==> config.mk <==
export PLATFORM = sky130hd
export DESIGN_NAME = signed_result_display_flat
export DESIGN_NICKNAME = d
export VERILOG_FILES = /design/src/rtl/signed_result_display_if.sv /design/src/rtl/signed_result_display.sv /design/src/flat_wrapper.sv
export SDC_FILE = /design/constraint.sdc
export NUM_CORES = 1
export LEC_CHECK = 0
export CORE_MARGIN = 5
export CORE_UTILIZATION = 42
export DETAILED_ROUTE_END_ITERATION = 10
export HOLD_SLACK_MARGIN = 0.02
export SETUP_SLACK_MARGIN = 0.5
export SYNTH_ARGS = -nofsm -noshare
export SYNTH_HDL_FRONTEND = slang
export SYNTH_SLANG_ARGS = --single-unit
==> constraint.sdc <==
create_clock -name clk -period 2.87 [get_ports clk]
set_clock_uncertainty 0.15 [all_clocks]
set_input_delay 0.574 -clock clk [delete_from_list [all_inputs] [get_ports clk]]
set_output_delay 0.574 -clock clk [all_outputs]
set_load 0.01 [all_outputs]
==> src/rtl/signed_result_display_if.sv <==
// Bus between the ALU result mux and the signed display block: captured value,
// overflow flag, load handshake, and the multiplexed seven-segment outputs.
interface signed_result_display_if;
  logic [5:0] val;
  logic       ovf;
  logic       load;
  logic       busy;
  logic       done;
  logic [6:0] seg_n;
  logic [3:0] an_n;

  modport master (output val, ovf, load, input busy, done, seg_n, an_n);
  modport slave  (input val, ovf, load, output busy, done, seg_n, an_n);
endinterface

==> src/rtl/signed_result_display.sv <==
// Signed 6-bit result display: sign/magnitude split, double-dabble BCD
// conversion over six cycles, then a free-running 4-digit scan of
// active-low seven-segment codes.
module signed_result_display #(
  parameter int unsigned SCAN_DIV = 50000
) (
  input logic                     clk,
  input logic                     rst_n,
  signed_result_display_if.slave  bus
);

  localparam int unsigned CW = (SCAN_DIV > 1) ? $clog2(SCAN_DIV) : 1;
  localparam logic [CW-1:0] LAST = CW'(SCAN_DIV - 1);

  localparam logic [6:0] SEG_BLANK = 7'b1111111;
  localparam logic [6:0] SEG_MINUS = 7'b0111111;
  localparam logic [6:0] SEG_O     = 7'b1000000;
  localparam logic [6:0] SEG_F     = 7'b0001110;

  typedef enum logic [1:0] {IDLE, CONV, COMMIT} state_t;

  state_t      state_q, state_d;
  logic [2:0]  shift_q;
  logic [5:0]  sh_q;
  logic [7:0]  bcd_q;
  logic        neg_q;
  logic        ovf_q;
  logic        done_q;
  logic [6:0]  dig_q [4];
  logic [CW-1:0] scan_q;
  logic [1:0]  idx_q;

  logic [5:0]  mag;
  logic [7:0]  bcd_adj;
  logic [13:0] dd_next;

  function automatic logic [6:0] seg_of(input logic [3:0] d);
    case (d)
      4'd0:    seg_of = 7'b1000000;
      4'd1:    seg_of = 7'b1111001;
      4'd2:    seg_of = 7'b0100100;
      4'd3:    seg_of = 7'b0110000;
      4'd4:    seg_of = 7'b0011001;
      4'd5:    seg_of = 7'b0010010;
      4'd6:    seg_of = 7'b0000010;
      4'd7:    seg_of = 7'b1111000;
      4'd8:    seg_of = 7'b0000000;
      4'd9:    seg_of = 7'b0010000;
      default: seg_of = SEG_BLANK;
    endcase
  endfunction

  // Magnitude and one double-dabble step (add-3 on nibbles >= 5, then shift).
  // Six bits suffice for the unsigned magnitude: -32 negates to 6'b100000 = 32.
  always_comb begin
    mag        = bus.val[5] ? (~bus.val + 6'd1) : bus.val;
    bcd_adj    = bcd_q;
    if (bcd_q[7:4] >= 4'd5) bcd_adj[7:4] = bcd_q[7:4] + 4'd3;
    if (bcd_q[3:0] >= 4'd5) bcd_adj[3:0] = bcd_q[3:0] + 4'd3;
    dd_next    = {bcd_adj, sh_q} << 1;
  end

  // FSM state register.
  always_ff @(posedge clk) begin
    if (!rst_n) state_q <= IDLE;
    else        state_q <= state_d;
  end

  // FSM next-state: capture on load, six shift cycles, one commit cycle.
  always_comb begin
    state_d = state_q;
    case (state_q)
      IDLE:    if (bus.load) state_d = CONV;
      CONV:    if (shift_q == 3'd5) state_d = COMMIT;
      COMMIT:  state_d = IDLE;
      default: state_d = IDLE;
    endcase
  end

  // Conversion datapath and digit registers.
  always_ff @(posedge clk) begin
    if (!rst_n) begin
      shift_q <= '0;
      sh_q    <= '0;
      bcd_q   <= '0;
      neg_q   <= 1'b0;
      ovf_q   <= 1'b0;
      done_q  <= 1'b0;
      for (int unsigned i = 0; i < 4; i++) dig_q[i] <= SEG_BLANK;
    end else begin
      done_q <= 1'b0;
      case (state_q)
        IDLE: begin
          if (bus.load) begin
            neg_q   <= bus.val[5];
            ovf_q   <= bus.ovf;
            sh_q    <= mag;
            bcd_q   <= '0;
            shift_q <= '0;
          end
        end
        CONV: begin
          bcd_q   <= dd_next[13:6];
          sh_q    <= dd_next[5:0];
          shift_q <= shift_q + 3'd1;
        end
        COMMIT: begin
          done_q   <= 1'b1;
          dig_q[3] <= SEG_BLANK;
          if (ovf_q) begin
            dig_q[2] <= SEG_BLANK;
            dig_q[1] <= SEG_O;
            dig_q[0] <= SEG_F;
          end else begin
            dig_q[2] <= neg_q ? SEG_MINUS : SEG_BLANK;
            dig_q[1] <= (bcd_q[7:4] == 4'd0) ? SEG_BLANK : seg_of(bcd_q[7:4]);
            dig_q[0] <= seg_of(bcd_q[3:0]);
          end
        end
        default: ;
      endcase
    end
  end

  // Free-running digit scan, independent of the conversion.
  always_ff @(posedge clk) begin
    if (!rst_n) begin
      scan_q <= '0;
      idx_q  <= '0;
    end else if (scan_q == LAST) begin
      scan_q <= '0;
      idx_q  <= idx_q + 2'd1;
    end else begin
      scan_q <= scan_q + {{(CW-1){1'b0}}, 1'b1};
    end
  end

  assign bus.an_n  = ~(4'b0001 << idx_q);
  assign bus.seg_n = dig_q[idx_q];
  assign bus.busy  = (state_q != IDLE);
  assign bus.done  = done_q;

endmodule

==> src/flat_wrapper.sv <==
// flat-port wrapper written by rule: the top's interface ports become plain ports
module signed_result_display_flat 
#(
  parameter int unsigned SCAN_DIV = 50000
)
  (clk, rst_n, bus_val, bus_ovf, bus_load, bus_busy, bus_done, bus_seg_n, bus_an_n);
  signed_result_display_if bus_i ();
  input logic clk;
  input logic rst_n;
  input wire logic [$bits(bus_i.val)-1:0] bus_val;
  input wire logic [$bits(bus_i.ovf)-1:0] bus_ovf;
  input wire logic [$bits(bus_i.load)-1:0] bus_load;
  output wire logic [$bits(bus_i.busy)-1:0] bus_busy;
  output wire logic [$bits(bus_i.done)-1:0] bus_done;
  output wire logic [$bits(bus_i.seg_n)-1:0] bus_seg_n;
  output wire logic [$bits(bus_i.an_n)-1:0] bus_an_n;
  assign bus_i.val = bus_val;
  assign bus_i.ovf = bus_ovf;
  assign bus_i.load = bus_load;
  assign bus_busy = bus_i.busy;
  assign bus_done = bus_i.done;
  assign bus_seg_n = bus_i.seg_n;
  assign bus_an_n = bus_i.an_n;
  signed_result_display #(.SCAN_DIV(SCAN_DIV)) u_core (.clk(clk), .rst_n(rst_n), .bus(bus_i));
endmodule
; ---- Word-level counts from Yosys, hierarchy flattened
; Memory sizes are Yosys's and may differ from the RTL's. A register that Yosys moved wholly into a read port is not among the register bits.
; Index checks and enable logic that the tools add are counted.
[op_classes]
n_reduce_logical = 8
muxes = 45
eq_ne = 6
n_shift = 1
order_cmp = 2
multipliers = 0
n_bitwise = 10
n_addsub = 6
div = 0
[ops]
columns = operator, n
row1 = 7-bit 2-to-1 mux, 15
row2 = 4-bit 2-to-1 mux, 5
row3 = "16-bit by 1-bit adder with 16-bit output, second input constant", 1
row4 = "16-bit == test, second input constant", 1
row5 = 8-bit case mux with 2 select lines, 1
row6 = 1-bit 2-to-1 mux, 12
row7 = 6-bit 2-to-1 mux, 2
row8 = 6-bit case mux with 2 select lines, 1
row9 = "4-bit by 3-bit >= comparator with 1-bit output, second input constant", 2
row10 = 2-bit 2-to-1 mux, 4
row11 = 8-bit 2-to-1 mux, 1
row12 = 1-bit OR, 7
row13 = "6-bit by 1-bit adder with 6-bit output, second input constant", 1
row14 = 3-bit 2-to-1 mux, 2
row15 = 6-bit NOT, 1
row16 = 3-bit case mux with 2 select lines, 1
row17 = 2-bit AND reduction, 3
row18 = "4-bit by 2-bit adder with 4-bit output, second input constant", 1
row19 = 4-bit logical NOT, 1
row20 = 4-bit NOT, 1
row21 = 2-bit case mux with 2 select lines, 1
row22 = 2-bit nonzero test, 2
row23 = "1-bit by 2-bit << shifter with 4-bit output, first input constant", 1
row24 = "3-bit by 1-bit adder with 3-bit output, second input constant", 1
row25 = other kinds (10), 10
[word_totals]
latchBits = 0
mem_bits_ro = 224
ram_bits = 28
in_bits = 10
reg_bits = 40
word_cells = 90
n_memories = 3
[memory_table]
columns = name, words, width, rd, rd_ports_with_merged_regs, write_ports, line_no
row1 = (name not given), 16, 7, 1, 1, 0, signed_result_display.sv:38  ; case (d)
row2 = (name not given), 16, 7, 1, 1, 0, signed_result_display.sv:38
row3 = u_core.dig_q, 4, 7, 1, 1, 4, signed_result_display.sv:29  ; logic [6:0] dig_q [4];

; ---- Depth between registers and ports, before layout
[depth]
ltp_word = 6
depth_mapped = 10

; ---- Worst setup path before layout
; No wires, ideal clock.
[synth_path]
kind = register to register
start = reg u_core.bcd_q[1]
end = reg (tool-made name)
n_path_buf = 0
required_time_ns = 2.589
slack_ns = 0.613
setup_time_ns = 0.131
path_stages_with_launch = 10
t_arrival_ns = 1.976
cell_sequence = dfxtp_1 inv_1 ha_1 nand2b_1 a2111o_1 a31oi_1 inv_1 ha_1 mux2i_1 a22oi_1
[synth_lines]
columns = item, line_no
row1 = start: declaration, signed_result_display.sv:25  ; logic [7:0] bcd_q;
row2 = start signal: assignment, signed_result_display.sv:103  ; bcd_q <= dd_next[13:6];

==> flow_results.org <==
** Routing
- After detailed routing, the number of vias per cell comes to about 5.1.
- In this run the remaining antenna-violating nets after routing total 0.
- After the first detailed-routing iteration, the DRC count stood at 86.
- 1st-pass router iterations :: 5
- The final route contains 2711 vias.
- After detailed routing, the total wire length is about 7400 um.
- After detailed routing, the average wire length per cell comes to between 10 and 15 um.
- Number of DRC violations after detailed routing :: 0

** Worst hold path
- Hold Path Class :: reg -> reg

** Logic synthesis
- In this run, distinct cell masters in the synthesized netlist total 57.
- Counting flops with a built-in enable in the synthesized netlist gives 7.
- Number of warnings printed during yosys synthesis :: 0
- The share of synthesized area in the top cell type comes to 0.367.
- The share of the Yosys chip area taken by registers is 0.427.
- The commonest cells after synthesis are dfxtp_1, nor2_1, inv_1, ha_1, nand2_1.
- Leading cell types by total area after synthesis :: dfxtp_1, ha_1, edfxtp_1
- Cell type with the highest aggregate area in the netlist :: dfxtp_1
- Synthesis produced 377 cells.
- After synthesis the netlist holds a flip-flop and latch count of 71.
- Predominant post-synthesis flop cell :: dfxtp_1
- Mean Syn Cell Area :: 9.26 um2
- Most used standard cell by instance count after synthesis :: dfxtp_1
- Of all flip-flops after synthesis, the portion carrying an async set or reset was 0.
- In this run the cell area of the synthesized design comes to 3490 um2.
- Net count after synthesis :: about 410

** Clock network
- TritonCTS built the clock tree.
- In this run the number of H-tree levels came out at 3.
- Cts-stage hold buffer count :: 0
- After clock tree synthesis, the clock-pin slew on the worst setup and hold paths is ~0.08 ns.
- Clock Path Buffers :: 2
- CTS buffer count :: 9
- CTS placed an instance of clkbuf_8 at the clock tree root.
- Clk sinks :: 71
- Clk_lat worst skew :: approximately 0.34 ns

** Global routing
- Global-route wire length before repair :: roughly 12000 um
- Vias in the first global route :: 2599
- Largest net degree at the start of global routing :: 17
- GR Overflow Total :: 0
- The initial antenna violation count is 0.
- Total global-route track usage :: 0.152

** Die
- Die Ht :: around 100 um
- Initial cell density of the core :: 0.427
- Area of the die :: just over 10000 um2
- Core area :: 8180 um2
- Placement row count :: 33
- Ports placed on the boundary :: 23
- Die Width :: approximately 100 um

** Finish
- The sequential cells in the finished layout cover a total of approximately 1500 um2.
- Of the cells placed in the final design, the portion with a size suffix greater than 1 is 0.175.
- After the last flow step, the layout net total stands at 450.
- The finished cells cover ~4300 um2.
- Area Growth Syn to Fin :: 21.8%
- FILL cells :: between 700 and 800
- Total inserted antenna cells :: 0
- Footprint of the multi-input gates :: between 1500 and 2000 um2

** STA
- Shortest clock period the worst path allows after layout :: between 2 and 2.5 ns
- Ratio of final minimum period to clock period :: 0.803
- F_max :: 434 MHz
- Final setup viols :: 0
- Setup repair after global routing could not meet its margin everywhere.
- Max-slew violation count :: 0
- Final total negative setup slack :: 0 ns
- Max-slew headroom at the worst pin :: 0.605
- At the pin with the least slew margin, the transition time is roughly 0.59 ns.
- On the final layout, the worst hold slack is slightly below 0.3 ns.
- Hold Violations, Final :: 0

** Placed design
- Final weighted congestion of routability-driven global placement :: about 0.86
- During placement, the flow inserted port buffers numbering 22.
- Half-perimeter wire length after placement :: about 5300 um
- Cell area reported after detailed placement :: 3880 um2

** Power and ir drop
- Leak Pwr :: approximately 1.7 nW
- Power per cell area :: roughly 460 nW/um2
- Total power of the final layout :: roughly 2.0 mW
- The worst-case IR drop observed on VDD is around 0.00022 V.

** Critical path
- Data arrives at the worst endpoint at between 2 and 2.5 ns.
- Type of the worst setup path :: in -> reg
- In this run the worst path has a maximum fanout of 7.
- Capturing element type of the critical path :: flip-flop
- At the worst endpoint, the required time is between 2 and 3 ns.
- Worst Setup Start Kind :: primary input

** Status
- The run finished with clean final reports.

** Flow run
- The tool flagged a number of max-cap violations equal to 0.
## cells by family after synthesis
| kind of cell | after synthesis | synth area share |
|---|---|---|
| xor gates and xnor gates | 19 | 0.0477 |
| adders and majority gates | 22 | 0.0788 |
| AOI/OAI and AO/OA | 82 | 0.184 |
| and+or+nand+nor | 126 | 0.188 |
| muxes | 6 | 0.0172 |
| DFF | 71 | 0.427 |
| buffers and inverters | 51 | 0.0570 |
## power breakdown
| part | switching [mW] | internal, mW | leakage [nW] |
|---|---|---|---|
| Clock | 0.372 | 0.425 | 0.103 |
| Sequential | 0.0144 | 1.02 | 0.569 |
| Combinational | 0.0701 | 0.0552 | 1.03 |
| Total | 0.456 | 1.50 | 1.70 |
## worst paths after layout
check | start | to | slack (ns) | depth (start not counted)
worst max register to register | u_core.bcd_q[1] | flip-flop | 0.58 | 10
worst max-delay path | bus_load | flip-flop | 0.57 | 8
worst min register to register | flip-flop | u_core.dig_q[1][6] | 0.29 | 1
worst min-delay path | flip-flop | u_core.dig_q[1][6] | 0.29 | 1
## critical path: stages
cell and delay (ns):
clkdlybuf4s50_1 0.49, o21bai_2 0.12, buf_4 0.19, a211oi_4 0.30
or2b_4 0.18, inv_2 0.07, and3_4 0.20, a311oi_2 0.27
## final cells by class
cell class                      count  area share
Sequential cell                    71       0.353
Timing Repair Buffer               44      0.0915
Clock buffer                       11      0.0332
Tap cell                          105      0.0309
Inverter                           37      0.0327
Clock inverter                      5      0.0135
Multi-Input combinational cell    255       0.445
## through the flow
| stage | cells | utilization | setup WS, ns |
|---|---|---|---|
| 4_1_cts | 522 | 0.506 | 0.505 |
| 5_1_grt | 528 | 0.520 | 0.479 |
| 3_3_place_gp | 503 | 0.475 | 0.155 |
| 3_5_place_dp | 503 | 0.475 | 0.129 |
| 6_report | 528 | 0.520 | 0.566 |
| 2_1_floorplan | 377 | - | 0.613 |
## per-layer routing
metal	global-route usage	up-vias	wire length [um]
met5	0	-	0
met2	0.238	36	3360
met4	0.0552	0	132
met3	0.0324	13	225
met1	0.207	1245	3680
li1	-	1417	-
## cell usage in the layout, fill, tap and decap left out, types with 13 or more instances in the layout
cell,instances
clkdlybuf4s50_1,19
a21oi_1,16
ha_1,21
xnor2_1,13
nor3_1,14
nor2_1,38
nand2_1,19
inv_1,33
buf_4,22
dfxtp_1,59
## what timing repair did
| action | CTS | global route |
|---|---|---|
| resized for setup | 9 | 21 |
| pin swaps | 3 | 4 |
| buffers inserted | 3 | 6 |
| cloned | 0 | 0 |
| endpoints found under the setup margin | 13 | 15 |
Power figures use the tool's default switching activity.
